**src/rtl/prio_enc_pkg.sv**
```systemverilog
// prio_enc_pkg: shared widths, idle index and one-hot helper for the priority encoder
package prio_enc_pkg;
  localparam int N_IN = 4;
  localparam int IDX_W = $clog2(N_IN);
  localparam logic [IDX_W-1:0] IDX_NONE = '0;
  function automatic logic [N_IN-1:0] onehot_from_idx(input logic [IDX_W-1:0] idx);
    return N_IN'(1) << idx;
  endfunction
endpackage

```
**src/rtl/prio_enc_core.sv**
```systemverilog
// prio_enc_core: combinational MSB-first priority scan producing index, any-hit and one-hot
module prio_enc_core #(
  parameter int N_IN = prio_enc_pkg::N_IN,
  parameter int IDX_W = $clog2(N_IN)
) (
  input  logic [N_IN-1:0]  d,
  output logic [IDX_W-1:0] idx,
  output logic             any,
  output logic [N_IN-1:0]  onehot
);
  import prio_enc_pkg::*;
  always_comb begin
    idx = IDX_NONE;
    any = 1'b0;
    onehot = '0;
    for (int i = N_IN - 1; i >= 0; i--)
      if (!any && d[i]) begin
        idx = IDX_W'(i);
        any = 1'b1;
        onehot[i] = 1'b1;
      end
  end
endmodule

```
**src/rtl/priority_encoder_4to2.sv**
```systemverilog
// priority_encoder_4to2: enable-gated, async-reset output register around prio_enc_core
module priority_encoder_4to2 #(
  parameter int N_IN = prio_enc_pkg::N_IN,
  parameter int IDX_W = $clog2(N_IN)
) (
  input  logic             clk,
  input  logic             rst_n,
  input  logic             en,
  input  logic [N_IN-1:0]  d,
  output logic [IDX_W-1:0] y,
  output logic             valid,
  output logic [N_IN-1:0]  grant
);
  import prio_enc_pkg::*;
  logic [IDX_W-1:0] idx, y_d, y_q;
  logic             any, valid_d, valid_q;
  logic [N_IN-1:0]  onehot, grant_d, grant_q;
  prio_enc_core #(.N_IN(N_IN), .IDX_W(IDX_W)) u_core (
    .d(d),
    .idx(idx),
    .any(any),
    .onehot(onehot)
  );
  always_comb begin
    y_d = en ? idx : y_q;
    valid_d = en ? any : valid_q;
    grant_d = en ? onehot : grant_q;
  end
  always_ff @(posedge clk or negedge rst_n)
    if (!rst_n) begin
      y_q <= IDX_NONE;
      valid_q <= 1'b0;
      grant_q <= '0;
    end else begin
      y_q <= y_d;
      valid_q <= valid_d;
      grant_q <= grant_d;
    end
  assign y = y_q;
  assign valid = valid_q;
  assign grant = grant_q;
  a_no_x: assert property (@(posedge clk) disable iff (!rst_n) en |-> !$isunknown(d));
  a_idle: assert property (@(posedge clk) !valid_q |-> (y_q == IDX_NONE && grant_q == '0));
  if (N_IN == prio_enc_pkg::N_IN) begin : g_chk
    a_onehot: assert property (@(posedge clk) valid_q |-> grant_q == onehot_from_idx(y_q));
  end
endmodule

```
**config.mk**
```make
export PLATFORM = sky130hd
export DESIGN_NAME = priority_encoder_4to2
export DESIGN_NICKNAME = d
export VERILOG_FILES = /design/src/rtl/prio_enc_pkg.sv /design/src/rtl/prio_enc_core.sv /design/src/rtl/priority_encoder_4to2.sv
export SDC_FILE = /design/constraint.sdc
export NUM_CORES = 1
export LEC_CHECK = 0
export ABC_AREA = 1
export CORE_AREA = 2 2 39 41
export CTS_CLUSTER_SIZE = 40
export DETAILED_ROUTE_END_ITERATION = 8
export DIE_AREA = 0 0 41 43
export SETUP_SLACK_MARGIN = 0.4
export SYNTH_ARGS = -nofsm -noshare
export SYNTH_HDL_FRONTEND = slang
export SYNTH_SLANG_ARGS = --single-unit
```
**constraint.sdc**
```tcl
create_clock -name clk -period 0.8 [get_ports clk]
set_input_delay 0.12 -clock clk [delete_from_list [all_inputs] [get_ports clk]]
set_output_delay 0.12 -clock clk [all_outputs]
set_load 0.01 [all_outputs]
```
==> results.md <==
- Placed insts: 66
- Slowest cell on crit path: dfrtp_1
- CTS Hold Bufs: 0
- Number of distinct library cells after synthesis: 10
- CTS tree: done
- Synth warn: 0
- Worst path required time: 680 ps
- Crit end category: primary output
- Main combinational cell family by area after synthesis: simple AND/OR/NAND/NOR gates
- DR vias: roughly 290
- Wire per inst: roughly 8.6 um
- Die Ht: ~43 um
- Clk_skew: 0 ps
- DRC errors left: 0
- Post-synthesis adder-cell area fraction: 0%
- Pwr Density: around 1700 nW/um^2
- Initial antenna violation count: 0
- Final core occ: a little under two fifths
- Clk Latency, worst-skew pair: 250 ps
- Reg clk slew, reported paths: 50 ps
- Share of cells above drive strength 1: 48.3%
- Crit share post-route: 111%
- Total clock sinks: 7
- Max Used Layer: met3
- Total power: 0.878 mW
- Post-route ant nets: 0
- ANT cells: 0
- Max incr delay on CP: roughly 380 ps
- Nets: 66
- GP Congestion: around 0.8
- GRT Overall Usage: roughly 9%
- CP cell instances: buf_2
- Met2 routed WL: 303 um
- Final hold violation count: 7
- FMAX: about 1.1 GHz
- Count of state elements after synthesis: 7
- Slew HR: between 70% and 80%
- HPWL after detailed placement: 459 um
- Total core area: about 1400 sq um
- Vias/cell: roughly 3.9
- Simple-gate share of the synthesized area: approximately 25%
- Biggest fanout along the worst timing path: 2
- XOR/XNOR share of the synthesized area: 0%
- Die width: between 40 and 50 um
- Violated checks: negative hold slack, negative setup slack
- Mux share of post-synthesis cell area: 0%
- Vias in the first global route: between 200 and 250
- M1 WL: 281 um
- Worst hold slack: -253 ps
- Compound-Gate Fraction of Synth Area: under 10%
- Max-cap violations: 0
- CTS Buf Count: 3
- Largest net degree at the start of global routing: 8
- Mapped Nets: 40
- Buf/Inv on CP: 1
- H-tree Lvls: 1
- CTS root buf: clkbuf_4
- Worst slew pin tran: roughly 330 ps
- VDD IR max: about 0.00061 V
- Delay-heaviest family, CP: flip-flops
- Mapped Avg Cell Area: between 8 and 9 sq um
- Seq/Total Area, Yosys: about 60%
- Initial DRC Count: 0
- P&R area growth vs syn: 73.3%
- Leakage: approximately 0.27 nW
- Die area: 1760 sq um
- Post-route non-filler standard cell count: 74
- Crit Path Class: reg -> out
- I/O Buffers: 13
- DRT Wirelength: 638 um
- Clock Tree Buf Depth: 2
- Max Slew Vio Count: 0
- Endpoints failing setup: 8
- Site row count: 14
- DP Worst Slack: -307 ps
- Crit path DAT: approximately 770 ps
- Final WS setup: -88.7 ps
- Gr ovfl total: 0
- Starting Density: about a fifth
- Status: complete, but fails checks
- RSZ-0062 raised after global routing: true
- Synth Instances: 33
- IO Count: 14
- Cell Area, Synth: between 200 and 300 sq um
- Metal3 WL: between 50 and 60 um
- Crit start category: flop
- Worst hold path class: in -> async
- First-pass GRT wire length: ~960 um
- Post-route minimum period: approximately 890 ps
- First-pass iteration count of the detailed router: 1
## final cells by class
cell class,instances,area [sq um]
well taps,16,20.0
fillers,153,872
flip-flops and latches,7,175
clock buffers,4,26.3
multi-input cells,21,111
inverters,5,18.8
repair buffers,21,160
## through the flow
step	cell area [sq um]	setup TNS, ps
after global routing	512	-816
after global placement	475	-2860
after detailed placement	475	-2880
after CTS	488	-574
final	512	-532
after floorplan	295	0
## what timing repair did
action	CTS	global route
pin swaps	1	4
hold endpoints to repair	0	7
cloned	0	0
setup buffers	2	2
gates resized for setup	37	7
setup endpoints to repair	14	21
## power breakdown
group          leakage (nW)  total, mW  internal (mW)  switching, mW
Combinational         0.176      0.166         0.0866         0.0792
Clock                0.0150      0.323          0.190          0.132
Sequential           0.0826      0.390          0.379         0.0110
Total                 0.274      0.878          0.656          0.222
## path summary, 6_finish.rpt
check / end / cells past startpoint / startpoint / slack, ps
max: grant[0] / 1 / grant[0]$_DFFE_PN0P_ / -90
min: grant[2]$_DFFE_PN0P_ / 1 / rst_n / -250
max reg2reg: y[1]$_DFFE_PN0P_ / 4 / y[1]$_DFFE_PN0P_ / 0
min reg2reg: valid$_DFFE_PN0P_ / 2 / valid$_DFFE_PN0P_ / 520
max in group asynchronous: grant[3]$_DFFE_PN0P_ / 1 / rst_n / 810
min in group clk: grant[3]$_DFFE_PN0P_ / 3 / d[3] / 180
## synthesized netlist by cell type (all sizes together)
library cell / n / share of area [%]
nand2: 8 / 10
nor2: 8 / 13
dfrtp: 7 / 59
inv: 5 / 6.4
o21ai: 3 / 7.6
a21oi: 1 / 1.7
nand4: 1 / 2.1
## placed cells by master, fill, tap and decap left out, types with 2 or more instances in the layout
cell           synthesis  final
nand2_2                0      3
buf_6                  0      3
clkbuf_4               0      3
buf_4                  0      5
o21ai_2                2      2
inv_1                  3      3
inv_2                  2      2
nand2_1                8      5
buf_2                  0      7
dfrtp_1                7      7
dlygate4sd2_1          0      3
nor2_1                 7      6
## routing by layer
layer | global-route usage [%] | up-vias
met5 | 0 | -
met4 | 6.00 | 0
met3 | 4.71 | 0
met2 | 10.6 | 9
met1 | 11.7 | 126
li1 | - | 151
## kinds of logic after synthesis
| family | after synthesis |
|---|---|
| simple gates | 17 |
| flops | 7 |
| buf+inv | 5 |
| compound gates | 4 |
## flip-flops by register name (all words and copies together) (netlist names)
name,count
y,2
valid,1
grant,4
No activity file was read; power rests on OpenSTA's default activity.
